[src/rtl/tdm_pkg.sv]
// -----------------------------------------------------------------------------
// tdm_pkg
// Shared definitions for the TDM demultiplexer slice:
//   - state_e        : framing FSM states (HUNT searches for sync, LOCKED
//                      follows the slot sequence of an acquired frame)
//   - DEFAULT_CHANNELS : default number of time slots per frame
//   - slot_width()   : width of a slot index for a given channel count
// -----------------------------------------------------------------------------
package tdm_pkg;

  typedef enum logic {
    HUNT   = 1'b0,
    LOCKED = 1'b1
  } state_e;

  localparam int DEFAULT_CHANNELS = 4;
  localparam int MIN_CHANNELS     = 2;
  localparam int MAX_CHANNELS     = 16;

  // Width of a slot index. Never returns zero so that a counter can always be
  // declared, even for degenerate parameter values.
  function automatic int slot_width(input int ch);
    if (ch < MIN_CHANNELS) begin
      return 1;
    end
    return $clog2(ch);
  endfunction

endpackage

[src/rtl/slot_counter.sv]
// -----------------------------------------------------------------------------
// slot_counter
// Modulo-CHANNELS slot index counter for the TDM demultiplexer.
//
// Ports:
//   clk    in   clock, all state updates on the rising edge
//   reset  in   synchronous active-high reset, count returns to 0
//   inc    in   advance the count by one (wraps CHANNELS-1 -> 0)
//   clear  in   restart the count from 0
//   count  out  current slot index (W bits)
//   tc     out  terminal count flag, high while count == CHANNELS-1
//
// clear and inc together restart the count and step past slot 0 in the same
// edge, landing on 1. The demux uses this when a sync bit is captured: the
// sync cycle itself is slot 0, so the next expected slot is 1.
// -----------------------------------------------------------------------------
module slot_counter
  import tdm_pkg::*;
#(
  parameter int CHANNELS = DEFAULT_CHANNELS,
  parameter int W        = slot_width(CHANNELS)
) (
  input  logic         clk,
  input  logic         reset,
  input  logic         inc,
  input  logic         clear,
  output logic [W-1:0] count,
  output logic         tc
);

  localparam logic [W-1:0] LAST = W'(CHANNELS - 1);
  localparam logic [W-1:0] ONE  = W'(1);

  logic [W-1:0] count_q;
  logic [W-1:0] count_d;
  logic         at_last;

  assign at_last = (count_q == LAST);

  always_comb begin
    count_d = count_q;
    if (clear && inc) begin
      count_d = ONE;
    end else if (clear) begin
      count_d = '0;
    end else if (inc) begin
      // Explicit wrap keeps non-power-of-two channel counts correct.
      count_d = at_last ? '0 : (count_q + ONE);
    end
  end

  always_ff @(posedge clk) begin
    if (reset) begin
      count_q <= '0;
    end else begin
      count_q <= count_d;
    end
  end

  assign count = count_q;
  assign tc    = at_last;

endmodule

[src/rtl/tdm_demux.sv]
// -----------------------------------------------------------------------------
// tdm_demux
// Serial time-division demultiplexer. A frame is CHANNELS consecutive
// qualified bits on din, the first one flagged by sync. Bits are gathered in
// a shadow register and presented in parallel on dout once the whole frame
// has arrived.
//
// Ports:
//   clk        in   clock, all state updates on the rising edge
//   reset      in   synchronous active-high reset (wins over enable/sync)
//   din        in   serial data bit for the current slot
//   sync       in   marks slot 0 of a frame
//   enable     in   qualifies din and sync; cycles with enable=0 are ignored
//   dout       out  [CHANNELS-1:0] last complete frame, bit k = slot k
//   out_valid  out  one-cycle pulse when dout is updated
//   locked     out  high while the framing FSM is LOCKED
//   err        out  one-cycle pulse on a framing error (misplaced or
//                   missing sync)
//
// Every output comes straight from a flop; din only reaches dout through the
// shadow/dout registers.
// -----------------------------------------------------------------------------
module tdm_demux
  import tdm_pkg::*;
#(
  parameter int CHANNELS = DEFAULT_CHANNELS
) (
  input  logic                clk,
  input  logic                reset,
  input  logic                din,
  input  logic                sync,
  input  logic                enable,
  output logic [CHANNELS-1:0] dout,
  output logic                out_valid,
  output logic                locked,
  output logic                err
);

  localparam int SLOT_W = slot_width(CHANNELS);

  // ---------------------------------------------------------------------------
  // Slot counter: index of the slot the next qualified cycle belongs to.
  // ---------------------------------------------------------------------------
  logic [SLOT_W-1:0] slot_q;
  logic              slot_tc;
  logic              cnt_inc;
  logic              cnt_clear;

  slot_counter #(
    .CHANNELS (CHANNELS),
    .W        (SLOT_W)
  ) u_slot_counter (
    .clk   (clk),
    .reset (reset),
    .inc   (cnt_inc),
    .clear (cnt_clear),
    .count (slot_q),
    .tc    (slot_tc)
  );

  // ---------------------------------------------------------------------------
  // State
  // ---------------------------------------------------------------------------
  state_e state_q;
  state_e state_d;

  // The final slot is never stored: it goes directly into dout together with
  // the shadow bits, so only CHANNELS-1 shadow bits are needed.
  logic [CHANNELS-2:0] shadow_q;
  logic [CHANNELS-2:0] shadow_d;

  logic [CHANNELS-1:0] dout_q;
  logic [CHANNELS-1:0] dout_d;
  logic                out_valid_q;
  logic                out_valid_d;
  logic                err_q;
  logic                err_d;

  // Shadow write strobes produced by the FSM.
  logic load_first;    // store din into shadow[0] (sync captured)
  logic capture_slot;  // store din into shadow[slot_q] (mid-frame slot)

  logic at_slot0;
  assign at_slot0 = (slot_q == '0);

  // ---------------------------------------------------------------------------
  // Next-state / output logic
  // ---------------------------------------------------------------------------
  always_comb begin
    state_d      = state_q;
    dout_d       = dout_q;
    out_valid_d  = 1'b0;
    err_d        = 1'b0;
    cnt_inc      = 1'b0;
    cnt_clear    = 1'b0;
    load_first   = 1'b0;
    capture_slot = 1'b0;

    if (enable) begin
      unique case (state_q)
        HUNT: begin
          // Bits without sync are discarded until a frame start is seen.
          if (sync) begin
            load_first = 1'b1;
            cnt_clear  = 1'b1;
            cnt_inc    = 1'b1;
            state_d    = LOCKED;
          end
        end

        LOCKED: begin
          if (sync) begin
            // Sync always restarts the frame. Outside slot 0 it is a
            // misplaced sync: the partial frame is dropped, and this also
            // covers sync on the last slot, where the error beats completion.
            load_first = 1'b1;
            cnt_clear  = 1'b1;
            cnt_inc    = 1'b1;
            err_d      = !at_slot0;
          end else if (at_slot0) begin
            // Expected a frame start but none came: lose lock.
            err_d     = 1'b1;
            state_d   = HUNT;
          end else if (slot_tc) begin
            // Last slot: publish the frame, counter wraps to 0.
            dout_d      = {din, shadow_q};
            out_valid_d = 1'b1;
            cnt_inc     = 1'b1;
          end else begin
            capture_slot = 1'b1;
            cnt_inc      = 1'b1;
          end
        end

        default: begin
          state_d = HUNT;
        end
      endcase
    end
  end

  // ---------------------------------------------------------------------------
  // Shadow register write decode, one bit per slot 0..CHANNELS-2.
  // ---------------------------------------------------------------------------
  genvar gi;
  generate
    for (gi = 0; gi < CHANNELS - 1; gi++) begin : g_shadow
      logic hit;
      assign hit = (load_first && (gi == 0)) ||
                   (capture_slot && (slot_q == SLOT_W'(gi)));
      assign shadow_d[gi] = hit ? din : shadow_q[gi];
    end
  endgenerate

  // ---------------------------------------------------------------------------
  // Registers
  // ---------------------------------------------------------------------------
  always_ff @(posedge clk) begin
    if (reset) begin
      state_q     <= HUNT;
      shadow_q    <= '0;
      dout_q      <= '0;
      out_valid_q <= 1'b0;
      err_q       <= 1'b0;
    end else begin
      state_q     <= state_d;
      shadow_q    <= shadow_d;
      dout_q      <= dout_d;
      out_valid_q <= out_valid_d;
      err_q       <= err_d;
    end
  end

  assign dout      = dout_q;
  assign out_valid = out_valid_q;
  assign err       = err_q;
  assign locked    = (state_q == LOCKED);

endmodule

[config.mk]
export PLATFORM = sky130hd
export DESIGN_NAME = tdm_demux
export DESIGN_NICKNAME = d
export VERILOG_FILES = /design/src/rtl/tdm_pkg.sv /design/src/rtl/slot_counter.sv /design/src/rtl/tdm_demux.sv
export SDC_FILE = /design/constraint.sdc
export NUM_CORES = 1
export LEC_CHECK = 0
export BUFFER_PORTS_ARGS = -buffer_cell sky130_fd_sc_hd__buf_2
export CAP_MARGIN = 20
export CORE_AREA = 3 3 40 42
export DETAILED_ROUTE_END_ITERATION = 10
export DIE_AREA = 0 0 43 45
export PLACE_DENSITY_LB_ADDON = 0.3
export SLEW_MARGIN = 25
export SYNTH_ARGS = -nofsm -noshare
export SYNTH_HDL_FRONTEND = slang
export SYNTH_HIERARCHICAL = 1
export SYNTH_SLANG_ARGS = --single-unit
[constraint.sdc]
create_clock -name clk -period 3.8 [get_ports clk]
set_clock_uncertainty 0.05 [all_clocks]
set_input_delay 0.38 -clock clk [delete_from_list [all_inputs] [get_ports clk]]
set_output_delay 0.38 -clock clk [all_outputs]
set_load 0.02 [all_outputs]
==> impl_metrics.yaml, run 1 <==
clock_network:
  post_cts_buffers: 0
  clk_latency_ps: 260
  tritoncts: "built"
  clock-sinks: 12
  ctsResizeCount: 0
  h-tree-depth: 1
  hold_buffers: 0
  root_buffer: "clkbuf_4"
  cts.path.max_buffers: 2
  numCtsBuffers: 3
  path_clk_slew_ps: 70
logic_synthesis:
  syn_area_per_cell_um2: 10.4
  yosys_warnings: 6
  synth_top_area_share_pct: 42.6
  seq_area_frac_synth_pct: 42.6
  synthFlopType: "dfxtp_1"
  netlist_instances: 54
  synth_common_cells: "dfxtp_1, mux2i_1, nor2_1"
  ys_top_cells_by_area: "dfxtp_1, mux2i_1, nor4_4"
  synth_edf_count: 0
  synthDistinctLibCells: 17
  synth_top_cell_by_area: "dfxtp_1"
  syn_area_um2: 564
  yosysMostFrequentCell: "dfxtp_1"
  synth_seq_cells: 12
  async_flop_share_pct: 0
  syn_nets: 62
grt:
  grt.overflow.total: 0
  grtUsageMet2_pct: 18.6
  gr-max-usage-layer: "met2"
  grt_pass1_wl_um: 1530
  first_global_vias: 376
  met3_usage_pct: 7.17
  grt_max_degree: 15
  antenna_found_initial: 0
  grt_usage_pct: 11.4
  grtUsageMet1_pct: 11.4
place:
  dpl.hpwl_um: 745
  place_area_um2: 634
  gp_congestion: 0.687
  dp.cells: 79
  port-buffer-count: 11
timing:
  slew_viol_final: 0
  finalCriticalPeriod_ps: 1550
  worstMarginPinSlew_ps: 308
  hold_viol: 0
  maxSlewHeadroom_pct: 79.4
  fmax_mhz: 647
  final-setup-viol-count: 0
  rsz0062_at_grt: "no"
  finalSetupTns_ps: 0
  finalCritPeriodShare_pct: 40.7
  whs_ps: 316
floorplanning:
  ios: 12
  start_util_pct: 43.9
  core_mm2: 0.00128
  dieWidth_um: 43
  die-area_mm2: 0.00194
  rows: 13
  fp.dieH_um: 45
worst_hold_path:
  hp-start: "enable"
  worstHoldPathCells: 2
  hold_path.class: "input pin to flip-flop"
setup_path:
  critPathLaunchType: "flip-flop"
  rr_worst_depth: 6
  path_buf_inv: 0
  cp_cell_sequence: "nor2_1, ha_1, mux2i_1, and2_1, nor2b_1, mux2_4"
  critPathMaxStageDelay_ps: 340
  timing.critical_path.from: "u_slot_counter/count[1]"
  worst-path-stages: 6
  cp_slowest_cell: "dfxtp_1"
  arrival_ps: 1650
  timing.rr.start: "u_slot_counter/count[1]"
  cp_max_fo: 5
  end_kind: "flip-flop"
  critical_path.top_delay_family: "simple AND/OR/NAND/NOR gates"
  worstSetupPathType: "flip-flop to flip-flop"
  crit_required_ps: 3910
layout:
  final_net_count: 77
  fin_cells: 82
  final_area_um2: 657
  antennaDiodeCount: 0
  drive_above_1_share_pct: 25.4
  area_delta_synth_final_pct: 16.4
run_status:
  outcome: "finished clean"
drt:
  ant_nets: 0
  drc_errors: 0
  wl_um: 939
  vias: 408
  drt_pass1_iterations: 2
  drt-vias-per-instance: 4.98
  drt_iter0_markers: 4
  wl_per_cell_um: 11.5
flow_run:
  max-cap-violations: 0
pwr:
  total_power_uw: 230
  power_density_mw_per_mm2: 350
  leakage_nw: 0.303
  ir_drop_mv: 0.195
==> cells by family (layout without fill, tap and decap cells) <==
family | count (synthesis) | after routing | synth area share, %
and+or+nand+nor | 25 | 25 | 28.6
DFF | 12 | 12 | 42.6
muxes | 10 | 10 | 18.6
AOI/OAI and AO/OA | 1 | 1 | 1.55
adders and majority gates | 3 | 3 | 6.65
buffers and inverters | 3 | 16 | 2.00
==> per-layer routing <==
layer	routed length (um)	up-vias
li1	-	211
met1	389	183
met2	462	12
met3	76	2
met4	10	0
met5	0	-
==> worst register-to-register path, stage by stage (launching register included) <==
cell and delay [ps]:
dfxtp_1 340, nor2_1 200, ha_1 200, mux2i_1 60, and2_1 180, nor2b_1 140
mux2_4 270
==> path summary, 6_finish.rpt <==
kind,endpoint,slack [ps]
max,u_slot_counter/count[0],2250
min,locked,320
max reg2reg,u_slot_counter/count[0],2250
min reg2reg,dout[2],440
==> state kept, by name, summed over array words and instances (netlist names) <==
| name | cells |
|---|---|
| err | 1 |
| locked | 1 |
| u_slot_counter/count | 2 |
| dout | 4 |
| shadow_q | 3 |
| out_valid | 1 |
==> layout by cell type, fill, tap and decap left out <==
| cell | instances |
|---|---|
| a311oi_1 | 1 |
| and2_1 | 2 |
| buf_2 | 11 |
| clkbuf_4 | 3 |
| dfxtp_1 | 12 |
| ha_1 | 3 |
| inv_1 | 2 |
| mux2_4 | 1 |
| mux2i_1 | 9 |
| nand2_1 | 2 |
| nand2b_1 | 5 |
| nand4_1 | 1 |
| nor2_1 | 8 |
| nor2b_1 | 2 |
| nor3_1 | 1 |
| nor3b_1 | 1 |
| nor4_1 | 1 |
| nor4_4 | 2 |
==> metrics by stage <==
stage	setup WS [ps]	utilization, %
floorplan	2350	-
global placement	2180	49.4
detailed placement	2150	49.4
CTS	2250	51.1
global route	2120	51.1
finish	2250	51.1
==> layout make-up <==
type | count | area (um2)
fill | 124 | 628
multi-input combinational | 39 | 313
sequential | 12 | 240
timing repair buffer | 11 | 55.1
clock buffer | 3 | 22.5
tap | 15 | 18.8
inverter | 2 | 7.51
==> where the power goes <==
group | switching [mW] | leakage, nW | internal, mW
Sequential | 0.00297 | 0.0972 | 0.128
Clock | 0.0365 | 0.0138 | 0.0366
Combinational | 0.0143 | 0.192 | 0.0112
Total | 0.0538 | 0.303 | 0.176
No activity file was read; power rests on OpenSTA's default activity.
==> inputs of run 2 (changes only) <==
==> constraint.sdc (replaced) <==
create_clock -name clk -period 1.5 [get_ports clk]
set_clock_uncertainty 0.05 [all_clocks]
set_input_delay 0.15 -clock clk [delete_from_list [all_inputs] [get_ports clk]]
set_output_delay 0.15 -clock clk [all_outputs]
set_load 0.02 [all_outputs]
==> run 2 against run 1 <==
  * Final cell count up 8.5%
  * Routed wire length up 7.2%
  * Sequential power rose to 2.5 times the previous value
  * Critical path type unchanged
  * Largest power group unchanged
==> impl_metrics.yaml, run 2 (synthesis results as in run 1) <==
floorplanning:
  ios: 12
  start_util_pct: 43.9
  core_mm2: 0.00128
  fp.dieH_um: 45
  die-area_mm2: 0.00194
  rows: 13
  dieWidth_um: 43
worst_hold_path:
  hold_path.class: "input pin to flip-flop"
  hp-start: "enable"
  worstHoldEndpoint: "locked"
  worstHoldPathCells: 2
setup_path:
  r2r_end: "u_slot_counter/count[0]"
  worstSetupPathType: "flip-flop to flip-flop"
  arrival_ps: 1530
  cp_max_fo: 3
  rrSetupSlack_ps: 80
  crit_required_ps: 1610
  rr_worst_depth: 6
  end_kind: "flip-flop"
  critPathLaunchType: "flip-flop"
  timing.rr.start: "u_slot_counter/count[0]"
grt:
  grt_pass1_wl_um: 1680
  grt_max_degree: 15
  first_global_vias: 403
  antenna_found_initial: 0
  grt.overflow.total: 0
  grt_usage_pct: 12.0
clock_network:
  numCtsBuffers: 3
  h-tree-depth: 1
  root_buffer: "clkbuf_4"
  clk_latency_ps: 270
  cts.path.max_buffers: 2
  clock-sinks: 12
  tritoncts: "built"
  path_clk_slew_ps: 80
layout:
  final_net_count: 83
  area_delta_synth_final_pct: 29.7
  antennaDiodeCount: 0
  drive_above_1_share_pct: 39.2
  largest_reg_flops: 4
  seqCellArea_um2: 241
  multi_input_area_um2: 328
  final_cell_mix: "dfxtp_1, buf_2, mux2i_1"
  fillers: 117
timing:
  rsz0062_at_grt: "no"
  worstMarginPinSlew_ps: 297
  fmax_mhz: 703
  finalCriticalPeriod_ps: 1420
  final-setup-viol-count: 0
  finalSetupTns_ps: 0
  slew_viol_final: 0
  maxSlewHeadroom_pct: 80.0
  finalCritPeriodShare_pct: 94.9
  hold_viol: 0
  whs_ps: 81.9
drt:
  drt_pass1_iterations: 1
  drt-vias-per-instance: 4.78
  drc_errors: 0
  drt_iter0_markers: 0
  wl_per_cell_um: 11.3
  ant_nets: 0
  vias: 425
  wl_um: 1010
pwr:
  power_density_mw_per_mm2: 915
  leakage_nw: 0.340
  ir_drop_mv: 0.506
  total_power_uw: 670
place:
  gp_congestion: 0.732
  port-buffer-count: 11
  dpl.hpwl_um: 781
run_status:
  outcome: "finished clean"
flow_run:
  max-cap-violations: 0
[run 2: report_power, final]
group          internal (mW)  leakage, nW  total, mW  switching (mW)
clock                  0.147       0.0210      0.254           0.107
sequential             0.326       0.0976      0.333         0.00697
combinational         0.0409        0.222     0.0830          0.0421
[run 2: timing repair]
| item | in CTS | in global routing |
|---|---|---|
| hold endpoints to repair | 0 | 0 |
| setup buffers | 0 | 2 |
| hold buffers | 0 | 0 |
| endpoints found under the setup margin | 1 | 7 |
| resized for setup | 1 | 5 |
| pin swaps | 0 | 4 |
[run 2: area by class of cell]
type	instances	share of cell area (%)
clock buffers	4	4.96
inverters	2	1.03
multi-input cells	39	44.8
flip-flops and latches	12	33.0
well taps	15	2.56
repair buffers	17	13.7
[run 2: through the flow]
step / instance area [um2] / setup WS (ps) / instances / util, %
4_1_cts: 703 / 19.4 / 87 / 54.7
3_3_place_gp: 664 / 50.8 / 83 / 51.7
6_report: 732 / 77.0 / 89 / 57.0
5_1_grt: 732 / 3.09 / 89 / 57.0
3_5_place_dp: 664 / -19.5 / 83 / 51.7
2_1_floorplan: 564 / 54.4 / 54 / -
[run 2: how the worst max path moves through the flow]
stage / cells after the start / from / endpoint
2_1_floorplan: 6 / u_slot_counter/count[1] / u_slot_counter/count[0]
3_3_place_gp: 6 / u_slot_counter/count[0] / u_slot_counter/count[0]
3_5_place_dp: 6 / u_slot_counter/count[1] / u_slot_counter/count[0]
4_1_cts: 6 / u_slot_counter/count[1] / u_slot_counter/count[0]
5_1_grt: 6 / u_slot_counter/count[0] / u_slot_counter/count[0]
6_report: 6 / u_slot_counter/count[0] / u_slot_counter/count[0]
[run 2: routing by layer]
| metal | GRT usage [%] | vias to the layer above | part of all wire (%) |
|---|---|---|---|
| li1 | - | 228 | - |
| met2 | 18.6 | 9 | 46 |
| met5 | 0 | - | 0 |
| met3 | 3.19 | 2 | 6.0 |
| met4 | 9.04 | 0 | 0.99 |
| met1 | 14.4 | 186 | 47 |
[run 2: critical path, cell delays in order, from the launching register on]
cell and delay [ps]:
dfxtp_2 340, nor2_4 120, ha_2 180, mux2i_1 60, and2_4 170, nor2b_1 120, mux2_4 260
==> inputs of run 3 (changes only) <==
--- a/config.mk
+++ b/config.mk
@@ -8,8 +8,10 @@
 export BUFFER_PORTS_ARGS = -buffer_cell sky130_fd_sc_hd__buf_2
 export CAP_MARGIN = 20
 export CORE_AREA = 3 3 40 42
+export CTS_BUF_LIST = sky130_fd_sc_hd__clkbuf_4 sky130_fd_sc_hd__clkbuf_8 sky130_fd_sc_hd__clkbuf_16
 export DETAILED_ROUTE_END_ITERATION = 10
 export DIE_AREA = 0 0 43 45
+export MAX_ROUTING_LAYER = met4
 export PLACE_DENSITY_LB_ADDON = 0.3
 export SLEW_MARGIN = 25
 export SYNTH_ARGS = -nofsm -noshare
==> run 3 against run 2 <==
  * Sequential share of layout area is the same
  * Clock power is essentially flat
  * Power is essentially flat
  * Flip-flop and latch count is the same
  * Routed wire length is the same
  * Register-to-register slack is essentially flat
  * First-iteration DRC count is the same
  * Sequential power is essentially flat
  * Critical path depth is the same
  * Design area is the same
  * Non-clock buffer count is the same
  * Largest power group unchanged
==> impl_metrics.yaml, run 3 (synthesis results as in run 1) <==
floorplanning:
  die-area_mm2: 0.00194
  start_util_pct: 43.9
  dieWidth_um: 43
  core_mm2: 0.00128
  rows: 13
  ios: 12
  fp.dieH_um: 45
setup_path:
  crit_required_ps: 1610
  path_buf_inv: 0
  cp_max_fo: 3
  end_kind: "flip-flop"
  critPathLaunchType: "flip-flop"
  worstSetupPathType: "flip-flop to flip-flop"
  rrSetupSlack_ps: 80
  arrival_ps: 1530
  cp_slowest_cell: "dfxtp_2"
  cp_cell_sequence: "nor2_4, ha_2, mux2i_1, and2_4, nor2b_1, mux2_4"
  critPathMaxStageDelay_ps: 340
  critical_path.top_delay_family: "simple AND/OR/NAND/NOR gates"
grt:
  first_global_vias: 403
  grt.overflow.total: 0
  grt_pass1_wl_um: 1670
  grt_max_degree: 15
  grt_usage_pct: 12.4
  antenna_found_initial: 0
place:
  dpl_worst_slack_ps: -19.5
  dpl.hpwl_um: 781
  port-buffer-count: 11
  gp_congestion: 0.740
pwr:
  total_power_uw: 670
  power_density_mw_per_mm2: 915
  leakage_nw: 0.340
  ir_drop_mv: 0.506
worst_hold_path:
  hold_path.class: "input pin to flip-flop"
clock_network:
  h-tree-depth: 1
  path_clk_slew_ps: 80
  root_buffer: "clkbuf_4"
  clk_latency_ps: 270
  cts.path.max_buffers: 2
  tritoncts: "built"
  numCtsBuffers: 3
  clock-sinks: 12
  hold_buffers: 0
timing:
  rsz0062_at_grt: "no"
  worstMarginPinSlew_ps: 297
  fmax_mhz: 703
  maxSlewHeadroom_pct: 80.0
  finalCritPeriodShare_pct: 94.9
  hold_viol: 0
  slew_viol_final: 0
  final-setup-viol-count: 0
  finalCriticalPeriod_ps: 1420
  layout_setup_ws_ps: 77.0
drt:
  wl_per_cell_um: 11.3
  drt_pass1_iterations: 1
  drt-vias-per-instance: 4.78
  vias: 425
  wl_um: 1010
  drt_iter0_markers: 0
  ant_nets: 0
  drc_errors: 0
layout:
  final_net_count: 83
  antennaDiodeCount: 0
  largest_reg_flops: 4
  final_cell_mix: "dfxtp_1, buf_2, mux2i_1"
  drive_above_1_share_pct: 39.2
  area_delta_synth_final_pct: 29.7
run_status:
  outcome: "finished clean"
flow_run:
  max-cap-violations: 0
==> run 3: report_power, final <==
part	total, mW	switching (mW)	internal (mW)
logic	0.0830	0.0421	0.0409
clock network	0.254	0.107	0.147
registers	0.333	0.00697	0.326
==> run 3: layout make-up <==
| class | count | area (um2) |
|---|---|---|
| well taps | 15 | 18.8 |
| clock buffers | 4 | 36.3 |
| repair buffers | 17 | 100 |
| inverters | 2 | 7.51 |
| fillers | 117 | 553 |
| flip-flops and latches | 12 | 241 |
| multi-input cells | 39 | 328 |
==> run 3: final timing paths <==
path	endpoint	from	cells after the start
worst max register to register	u_slot_counter/count[0]	u_slot_counter/count[0]	6
worst min-delay path	locked	enable	2
worst min register to register	shadow_q[2]	shadow_q[2]	2
worst max-delay path	u_slot_counter/count[0]	u_slot_counter/count[0]	6
==> run 3: worst reg2reg max path: stages, from the launching register on <==
cell	delay, ps
dfxtp_2	340
nor2_4	120
ha_2	180
mux2i_1	60
and2_4	170
nor2b_1	120
mux2_4	260
==> run 3: stage by stage <==
step	hold slack (ps)	setup TNS, ps	area [um2]	std cells	utilization, %
2_1_floorplan	177	0	564	54	-
3_3_place_gp	361	0	664	83	51.7
3_5_place_dp	357	-19.5	664	83	51.7
4_1_cts	67.9	0	703	87	54.7
5_1_grt	88.5	0	732	89	57.0
6_report	81.9	0	732	89	57.0
==> run 3: timing repair <==
action | in CTS | in global routing
endpoints found under the setup margin | 1 | 7
pin swaps | 0 | 4
hold endpoints to repair | 0 | 0
resized for setup | 1 | 5
gates cloned | 0 | 0
buffers inserted | 0 | 2
==> run 3: per-layer routing <==
metal / share of wire [%] / track usage, %
met1: 47 / 14.4
met5: 0 / -
met4: 0.99 / 9.04
met3: 6.0 / 3.19
met2: 46 / 18.6
